==> src/rtl/rst_sequencer.sv <==
// ----------------------------------------------------------------------------
// rst_sequencer
//
// Staged reset release controller. The asynchronous system reset forces
// all three domain resets high at once. After reset is released, the
// domains come out of reset in order: I/O first, then core, then
// peripherals. HOLD_CYCLES sets the hold time before the I/O release, and
// STAGE_GAP sets the spacing between later releases. A one-cycle software
// request from the core restarts the same sequence.
//
// Ports
//   clk         in   system clock, rising edge
//   reset       in   asynchronous active-high reset
//   sw_rst_req  in   software reset request, one-cycle pulse, synchronous
//   rst_io      out  I/O domain reset, released first
//   rst_core    out  core domain reset, released second
//   rst_periph  out  peripheral domain reset, released last
//   ready       out  high only while every domain is out of reset
//   rst_cause   out  cause of the last sequence: 01 = hardware, 10 = software
//
// State table
//   state      | meaning
//   S_HOLD     | all domains in reset, counting HOLD_CYCLES
//   S_REL_IO   | I/O released, counting STAGE_GAP before the core release
//   S_REL_CORE | core released, counting STAGE_GAP before the peripheral release
//   S_RUN      | all domains released, counter idle
// ----------------------------------------------------------------------------
module rst_sequencer #(
    parameter int HOLD_CYCLES = 16,
    parameter int STAGE_GAP   = 4
) (
    input  logic       clk,
    input  logic       reset,
    input  logic       sw_rst_req,
    output logic       rst_io,
    output logic       rst_core,
    output logic       rst_periph,
    output logic       ready,
    output logic [1:0] rst_cause
);

    localparam int MAX_CNT = (HOLD_CYCLES > STAGE_GAP) ? HOLD_CYCLES : STAGE_GAP;
    localparam int CW      = $clog2(MAX_CNT + 1);

    localparam logic [CW-1:0] HOLD_LAST = CW'(HOLD_CYCLES - 1);
    localparam logic [CW-1:0] GAP_LAST  = CW'(STAGE_GAP - 1);

    localparam logic [1:0] CAUSE_HW = 2'b01;
    localparam logic [1:0] CAUSE_SW = 2'b10;

    typedef enum logic [1:0] {
        S_HOLD     = 2'd0,
        S_REL_IO   = 2'd1,
        S_REL_CORE = 2'd2,
        S_RUN      = 2'd3
    } state_t;

    state_t        state_q, state_d;
    logic [CW-1:0] cnt_q, cnt_d;
    logic          rst_io_q, rst_io_d;
    logic          rst_core_q, rst_core_d;
    logic          rst_periph_q, rst_periph_d;
    logic          ready_q, ready_d;
    logic [1:0]    cause_q, cause_d;

    always_ff @(posedge clk or posedge reset) begin
        if (reset) begin
            state_q      <= S_HOLD;
            cnt_q        <= '0;
            rst_io_q     <= 1'b1;
            rst_core_q   <= 1'b1;
            rst_periph_q <= 1'b1;
            ready_q      <= 1'b0;
            cause_q      <= CAUSE_HW;
        end else begin
            state_q      <= state_d;
            cnt_q        <= cnt_d;
            rst_io_q     <= rst_io_d;
            rst_core_q   <= rst_core_d;
            rst_periph_q <= rst_periph_d;
            ready_q      <= ready_d;
            cause_q      <= cause_d;
        end
    end

    // Each output is computed one cycle early, so every output comes
    // directly from a flop and releases on the edge that changes state.
    always_comb begin
        state_d      = state_q;
        cnt_d        = cnt_q;
        rst_io_d     = rst_io_q;
        rst_core_d   = rst_core_q;
        rst_periph_d = rst_periph_q;
        ready_d      = ready_q;
        cause_d      = cause_q;

        if (sw_rst_req) begin
            // A request in any state, including HOLD, restarts the sequence.
            state_d      = S_HOLD;
            cnt_d        = '0;
            rst_io_d     = 1'b1;
            rst_core_d   = 1'b1;
            rst_periph_d = 1'b1;
            ready_d      = 1'b0;
            cause_d      = CAUSE_SW;
        end else begin
            case (state_q)
                S_HOLD: begin
                    if (cnt_q == HOLD_LAST) begin
                        state_d  = S_REL_IO;
                        cnt_d    = '0;
                        rst_io_d = 1'b0;
                    end else begin
                        cnt_d = cnt_q + CW'(1);
                    end
                end
                S_REL_IO: begin
                    if (cnt_q == GAP_LAST) begin
                        state_d    = S_REL_CORE;
                        cnt_d      = '0;
                        rst_core_d = 1'b0;
                    end else begin
                        cnt_d = cnt_q + CW'(1);
                    end
                end
                S_REL_CORE: begin
                    if (cnt_q == GAP_LAST) begin
                        state_d      = S_RUN;
                        cnt_d        = '0;
                        rst_periph_d = 1'b0;
                        ready_d      = 1'b1;
                    end else begin
                        cnt_d = cnt_q + CW'(1);
                    end
                end
                S_RUN: begin
                    cnt_d = '0;
                end
                default: begin
                    state_d = S_HOLD;
                    cnt_d   = '0;
                end
            endcase
        end
    end

    assign rst_io     = rst_io_q;
    assign rst_core   = rst_core_q;
    assign rst_periph = rst_periph_q;
    assign ready      = ready_q;
    assign rst_cause  = cause_q;

endmodule

==> config.mk <==
export PLATFORM = sky130hd
export DESIGN_NAME = rst_sequencer
export DESIGN_NICKNAME = d
export VERILOG_FILES = /design/src/rtl/rst_sequencer.sv
export SDC_FILE = /design/constraint.sdc
export NUM_CORES = 1
export LEC_CHECK = 0
export ABC_AREA = 1
export CORE_MARGIN = 1.5
export CORE_UTILIZATION = 51
export CTS_CLUSTER_SIZE = 25
export DETAILED_ROUTE_END_ITERATION = 8
export PLACE_DENSITY = 0.74
export SYNTH_ARGS = -nofsm -noshare
export SYNTH_HDL_FRONTEND = slang
export SYNTH_SLANG_ARGS = --single-unit
==> constraint.sdc <==
create_clock -name clk -period 1.75 [get_ports clk]
set_input_delay 0.35 -clock clk [delete_from_list [all_inputs] [get_ports clk]]
set_output_delay 0.35 -clock clk [all_outputs]
set_load 0.05 [all_outputs]
== Yosys cells after proc, flatten, opt, wreduce, memory -nomap -nowiden ==
Cells that the tools add are included.
W data, S select, Z words.
Storage, ports and cells
  word-level logic and storage cells: 48
  output and inout bits: 6
  bits in registers: 13
Cells by class
  reduce and logical (&&, ||, !) cells: 12
  eq/ne operators: 8
  muxes and demuxes: 20
  $add $sub $neg: 1
Operators by type and width (count)
  $mux W5: 3
  $pmux W5 S3: 1
  $mux W1: 11
  $reduce_bool A2 Y1: 5
  $ne A3 B3 Y1 const B: 3
  $mux W2: 4
  $pmux W2 S3: 1
  $reduce_and A2 Y1: 3
  $add A5 B1 Y5 const B: 1
  $eq A5 B2 Y1 const B: 1
  $eq A5 B4 Y1 const B: 1
  $eq A2 B2 Y1 const B: 2
  $reduce_and A4 Y1: 1
  $reduce_bool A4 Y1: 1
  $eq A2 B1 Y1 const B: 1
  $logic_not A2 Y1: 1
  $reduce_or A2 Y1: 1

== Logic depth before layout (Yosys ltp) ==
Gate-level depths: netlist of run 1.
  word-level depth: 4
  depth in mapped cells: 9
  gate-level depth less buffers: 9

== Worst setup path before layout of run 1 ==
OpenSTA, ideal clock, no wires.
  kind: register -> register
  from: register cnt_q[0]
  to: register state_q[1]
  period minus slack after synthesis: 1.401 ns
  slack: 0.349 ns
  data arrival time: 1.284 ns
  data required time: 1.633 ns
  cell stages (with the launch flop): 9
  path through: dfrtp_1 > ha_1 > nand2_1 > nor2_1 > ha_1 > a21oi_2 > nand2_1 > nand3b_1 > nand2_1
Between the ends
  word-level cells in the longest chain between the ends: 3
RTL lines
  from (decl): RTL line 59  | logic [CW-1:0] cnt_q, cnt_d;
  from (signal assigned): RTL line 77  | cnt_q <= cnt_d;
  $eq A5 B2 Y1 / $eq A5 B4 Y1 (equally long branches): RTL line 118, 127, 109
  $ne A3 B3 Y1 (no source line)
  $reduce_and A4 Y1 (no source line) (*)
  to (signal assigned): RTL line 76  | state_q <= state_d;
  to (decl): RTL line 58  | state_t state_q, state_d;
Every way passes the cells marked *; elsewhere a longest branch is shown, timed or not.
A chain may end at the register's enable or synchronous reset.

== Worst setup path after layout of run 1 ==
Ends and elaborated chain as after synthesis.

==> qor.yml, run 1 <==
synth:
  synth_edf_count: 0
  syn_inst: 79
  muxShareOfSynthArea: 0
  ys_ff_latch: 13
  ys_top_cells_by_count: "16 x nand2_1, 10 x nor2_1, 9 x dfrtp_1, 9 x inv_1, 6 x ha_1"
  synth_cell_types: 21
  yosys.area.top_type: "dfrtp_1"
  syn-cell-area_sq_um: 702
  synth_top_family_by_area: "simple AND/OR/NAND/NOR gates"
  yosys_warnings: 0
  yosysTopAreaCellShare: 0.321
  synthSimpleGateAreaFrac: 0.289
  synth.area.top_cells: "dfrtp_1 32%, dfstp_2 15%, ha_1 11%"
  synth_fp_nets: 88
  synth.most_common_cell: "nand2_1"
  synth_top_flop_cell: "dfrtp_1"
  synthArstFlopShare: 1.00
  ys_seq_area_frac: 0.471
  synthAdderAreaFrac: 0.107
  synth_xor_xnor_area_share: 0
  synth-compound-area-share: 0.0695
  avgSynthCellArea_sq_um: 8.89
drt:
  drt-initial-drc-count: 4
  via_per_inst: 5.04
  wl_um: 1250
  route.detailed.drc: 0
  wire_per_inst_um: 11.8
  dr.pass1.iters: 4
  vias: 534
  postRouteAntennaNets: 0
pwr:
  p_int_uw: 615
  power.density_nw_per_um2: 1200
  swShare: 0.408
  comb_power_share: 0.417
  ir_drop_mv: 0.721
  power_switching_uw: 423
  p_clk_frac: 0.175
  fin_total_pwr_uw: 1040
  seqPwrFrac: 0.407
  p_leak_uw: 0.000411
global_route:
  grt_pass1_vias: 480
  antenna_found_initial: 0
  track_usage: 0.207
  grt_max_degree: 14
  grt_overflow: 0
  grt_first_pass_wirelength_um: 2150
placement:
  dpl.hpwl_um: 968
  routabilityCongestion: 0.805
  portBuffers: 8
clock_tree:
  cts_resized: 0
  post_cts_buffers: 0
  root_buffer: "clkbuf_4"
  hold_buffers: 0
  cts_sinks: 13
  path_clk_slew_ns: 0.08
  clock_path_buffers: 2
  cts_tree: "done"
  insertion_delay_ns: 0.27
  htreeDepth: 1
  cts_buffers: 3
sta:
  relSlewSlack: 0.676
  fin_crit_ns: 1.55
  tns_ns: 0
  finalSetupViolCount: 0
  fmax_mhz: 645
  tightestPinTransition_ns: 0.486
  final-max-slew-violation-count: 0
  fin_crit_sh: 0.886
  clock_skew_ns: 0.00954
  rsz0062_at_grt: "no"
  finalHoldViolCount: 0
min_path:
  holdCritPathClass: "input pin to async pin"
setup_path:
  cp_max_fo: 4
  crit_path_start_kind: "register"
  critPathKind: "register to register"
  critPathArrivalTime_ns: 1.72
  critPathCaptureType: "register"
  cp.required_ns: 1.92
floorplan:
  pin_count: 9
  start_util: 0.546
  row_count: 13
  die_area_sq_um: 1610
  dieWidth_um: 40.1
  die_h_um: 40.1
  coreArea_sq_um: 1280
cells_and_area:
  drive_above_1_share: 0.286
  num-nets-final: 101
  synthToLayoutAreaGrowth_pct: 22.8
  n_antenna_cell: 0
job:
  max_cap_violations: 0
run_status:
  status: "finished, final reports clean"
[kinds of logic after synthesis]
logic type | Yosys count
and+or+nand+nor | 40
adders and majority gates | 6
DFF | 13
AOI/OAI and AO/OA | 8
buffers and inverters | 12
[layout make-up]
type | count | area (sq um)
Fill cell | 100 | 423
Sequential cell | 13 | 330
Multi-Input combinational cell | 54 | 327
Timing Repair Buffer | 8 | 115
Inverter | 12 | 45.0
Clock buffer | 4 | 26.3
Tap cell | 15 | 18.8
[layout by cell type (no fill, tap or decap), types with 4 or more instances in the layout]
cell | netlist | routed
nand2_1 | 16 | 16
nor2_1 | 10 | 10
inv_1 | 9 | 9
dfrtp_1 | 9 | 9
ha_1 | 6 | 6
buf_12 | 0 | 4
dfstp_2 | 4 | 4
[layer usage]
layer  vias up  track usage  part of all wire
met1       252        0.276              0.47
met3         2       0.0333             0.028
li1        272            -                 -
met2         8        0.310              0.49
met4         0        0.129            0.0096
met5         -            0                 0
[metrics by stage]
step	cell area, sq um	std cells	utilization	hold slack, ns	setup WS (ns)
2_1_floorplan	702	79	-	0.224	0.349
3_3_place_gp	836	102	0.650	0.451	0.257
3_5_place_dp	836	102	0.650	0.452	0.225
4_1_cts	862	106	0.671	0.418	0.210
5_1_grt	862	106	0.671	0.440	0.0553
6_report	862	106	0.671	0.398	0.199
[critical path, cell delays in order, from the launching register on]
cell,delay (ns)
dfrtp_1,0.39
ha_1,0.24
nand2_1,0.06
nor2_1,0.17
ha_1,0.21
a21oi_2,0.07
nand2_1,0.12
nand2_1,0.08
nand2_1,0.06
nand2_1,0.05
[power by group through the flow]
stage	Combinational (uW)	Clock [uW]	Sequential, uW
4_1_cts	436	185	422
3_3_place_gp	418	0	424
2_1_floorplan	331	0	428
6_report	433	182	423
5_1_grt	495	203	431
3_5_place_dp	432	0	426
[registers in the layout, indices dropped and copies added (netlist names)]
| register | flops |
|---|---|
| rst_io | 1 |
| cnt_q | 5 |
| rst_core | 1 |
| rst_periph | 1 |
| state_q | 2 |
| ready | 1 |
| rst_cause | 2 |
[final timing paths]
check	from	slack, ns	cells past startpoint	end
max in group asynchronous	reset	0.99	2	rst_io$_DFFE_PP1P_
min in group clk	rst_cause[0]$_DFFE_PP1P_	0.46	2	rst_cause[0]$_DFFE_PP1P_
max	cnt_q[0]$_DFF_PP0_	0.20	9	state_q[1]$_DFFE_PP0P_
max reg2reg	cnt_q[0]$_DFF_PP0_	0.20	9	state_q[1]$_DFFE_PP0P_
min reg2reg	rst_cause[0]$_DFFE_PP1P_	0.46	2	rst_cause[0]$_DFFE_PP1P_
min	reset	0.40	2	rst_cause[1]$_DFFE_PP0P_
(Power assumes the default switching activity.)
==> run 2: changes to the inputs <==
--- a/config.mk
+++ b/config.mk
@@ -10,6 +10,7 @@
 export CORE_UTILIZATION = 51
 export CTS_CLUSTER_SIZE = 25
 export DETAILED_ROUTE_END_ITERATION = 8
+export GPL_TIMING_DRIVEN = 0
 export PLACE_DENSITY = 0.74
 export SYNTH_ARGS = -nofsm -noshare
 export SYNTH_HDL_FRONTEND = slang
==> run 2 against run 1 <==
Compared with the run above: clock skew shrank 0.0085 ns; clock power is essentially flat; sequential share of layout area grew 2.0 points; largest power group is now registers.
==> qor.yml, run 2 (same netlist as run 1, synthesis figures left out) <==
run_status:
  status: "finished, final reports clean"  # unchanged
pwr:
  p_int_uw: 602  # was 615 uW
  p_clk_frac: 0.184  # was 0.175
  swShare: 0.403  # was 0.408
  comb_power_share: 0.403  # was 0.417
  seqPwrFrac: 0.413  # was 0.407
  ir_drop_mv: 0.796  # was 0.721 mV
  power.density_nw_per_um2: 1230  # was 1200 nW/um^2
  p_leak_uw: 0.000387  # was 0.000411 uW
  power_switching_uw: 407  # was 423 uW
floorplan:
  die_h_um: 40.1  # unchanged
  die_area_sq_um: 1610  # unchanged
  coreArea_sq_um: 1280  # unchanged
  pin_count: 9  # unchanged
  row_count: 13  # unchanged
  dieWidth_um: 40.1  # unchanged
  start_util: 0.546  # unchanged
sta:
  finalHoldViolCount: 0  # unchanged
  tns_ns: 0  # unchanged
  relSlewSlack: 0.676  # about the same
  fin_crit_ns: 1.68  # was 1.55 ns
  clock_skew_ns: 0.00109  # was 0.00954 ns
  tightestPinTransition_ns: 0.486  # about the same
  fmax_mhz: 594  # was 645 MHz
  final-max-slew-violation-count: 0  # unchanged
  fin_crit_sh: 0.962  # was 0.886
  finalSetupViolCount: 0  # unchanged
  rsz0062_at_grt: "no"  # unchanged
drt:
  via_per_inst: 4.89  # was 5.04
  vias: 518  # was 534
  wire_per_inst_um: 11.1  # was 11.8 um
  dr.pass1.iters: 2  # was 4
  route.detailed.drc: 0  # unchanged
  drt-initial-drc-count: 3  # was 4
  wl_um: 1180  # was 1250 um
  postRouteAntennaNets: 0  # unchanged
setup_path:
  cp_max_fo: 2  # was 4
  timing.reg2reg.worst_path_depth: 9  # unchanged
  path_cells: "dlygate4sd2_1"  # was ha_1 -> nand2_1 -> nor2_1 -> ha_1 -> a21oi_2 -> nand2_1 -> nand2_1 -> nand2_1 -> nand2_1
  slowest_delay_ns: 0.54  # was 0.39 ns
  critPathArrivalTime_ns: 1.33  # was 1.72 ns
  rrSetupSlack_ns: 0.19  # was 0.20 ns
  crit_family: "flip-flops"  # was simple AND/OR/NAND/NOR gates
  crit_path_start_kind: "register"  # unchanged
  crit_buf_inv: 1  # was 0
  r2r-start: "cnt_q[0]$_DFF_PP0_"  # unchanged
  cp.required_ns: 1.40  # was 1.92 ns
  critPathKind: "register to output port"  # was register to register
  slowest_stage: "dfstp_2"  # was dfrtp_1
  timing.rr.end: "state_q[0]$_DFFE_PP0P_"  # was state_q[1]$_DFFE_PP0P_
  critPathCaptureType: "output port"  # was register
placement:
  routabilityCongestion: 0.709  # was 0.805
  dpl.hpwl_um: 895  # was 968 um
  placed_area_sq_um: 801  # was 836 sq um
  portBuffers: 8  # unchanged
cells_and_area:
  final_cell_mix: "16 x nand2_1, 10 x nor2_1, 9 x inv_1, 9 x dfrtp_1"  # was 16 x nand2_1, 10 x nor2_1, 9 x inv_1, 9 x dfrtp_1, 6 x ha_1
  drive_above_1_share: 0.220  # was 0.286
  regMostFlops: "cnt_q"  # unchanged
  final_util: 0.638  # was 0.671
  largest_reg_flops: 5  # unchanged
  n_antenna_cell: 0  # unchanged
  layout_commonest_cell: "nand2_1"  # unchanged
  synthToLayoutAreaGrowth_pct: 16.8  # was 22.8%
  num-nets-final: 101  # unchanged
  stdcell_area_sq_um: 820  # was 862 sq um
clock_tree:
  cts_sinks: 13  # unchanged
  post_cts_buffers: 0  # unchanged
  clock_path_buffers: 2  # unchanged
  hold_buffers: 0  # unchanged
  cts_buffers: 3  # unchanged
  insertion_delay_ns: 0.27  # about the same
  cts_tree: "done"  # unchanged
  htreeDepth: 1  # unchanged
  root_buffer: "clkbuf_4"  # unchanged
  cts_resized: 6  # was 0
  path_clk_slew_ns: 0.08  # about the same
global_route:
  grt_overflow: 0  # unchanged
  grt_max_degree: 14  # unchanged
  antenna_found_initial: 0  # unchanged
  track_usage: 0.186  # was 0.207
  grt_pass1_vias: 444  # was 480
  grt_first_pass_wirelength_um: 1910  # was 2150 um
min_path:
  holdCritPathClass: "input pin to async pin"  # unchanged
job:
  max_cap_violations: 0  # unchanged
## run 2: cell count changes in the layout (fill, tap and decap cells not counted), sizes merged
cell	previous run	this run
buf	6	0
dlygate4sd2	0	6
## run 2: per-stage QoR
| stage | power (uW) | setup WS, ns | instances | hold slack (ns) |
|---|---|---|---|---|
| 2_1_floorplan | 759 | 0.349 | 79 | 0.224 |
| 3_3_place_gp | 823 | 0.0991 | 102 | 0.425 |
| 3_5_place_dp | 831 | 0.0795 | 102 | 0.432 |
| 4_1_cts | 1020 | 0.0567 | 106 | 0.399 |
| 5_1_grt | 1100 | 0.0263 | 106 | 0.440 |
| 6_report | 1010 | 0.0662 | 106 | 0.390 |
## run 2: final cells by class
type / count / area (sq um)
clock buffers: 4 / 26.3
fillers: 107 / 465
inverters: 12 / 45.0
multi-input cells: 54 / 327
flip-flops and latches: 13 / 330
well taps: 15 / 18.8
repair buffers: 8 / 72.6
## run 2: worst register-to-register path, stage by stage, from the launching register on
cell and delay [ns]:
dfrtp_1 0.41, ha_1 0.27, nand2_1 0.08, nor2_1 0.05, ha_1 0.20, a21oi_2 0.16, nand2_1 0.11, nand2_1 0.10
nand2_1 0.06, nand2_1 0.05
## run 2: worst max-delay path by stage
stage                                       from                     end  cells past startpoint  slack (ns)
after floorplan               cnt_q[0]$_DFF_PP0_  state_q[1]$_DFFE_PP0P_                      8        0.35
after global placement    rst_periph$_DFFE_PP1P_              rst_periph                      1         0.1
after detailed placement  rst_periph$_DFFE_PP1P_              rst_periph                      1        0.08
after CTS                 rst_periph$_DFFE_PP1P_              rst_periph                      1        0.06
after global routing      rst_periph$_DFFE_PP1P_              rst_periph                      1        0.03
final                     rst_periph$_DFFE_PP1P_              rst_periph                      1        0.07
## run 2: routing by layer
metal / vias to the layer above / share of wire / global-route usage
met4: 0 / 0.013 / 0.0776
met5: - / 0 / 0
met2: 6 / 0.47 / 0.278
met1: 240 / 0.49 / 0.252
li1: 270 / - / -
met3: 2 / 0.030 / 0.0500
## run 2: power groups by stage
stage                     clock (uW)  combinational, uW  sequential, uW
after floorplan                    0                331             428
after global placement             0                402             420
after detailed placement           0                407             424
after CTS                        191                409             417
after global routing             206                469             424
final                            185                407             417
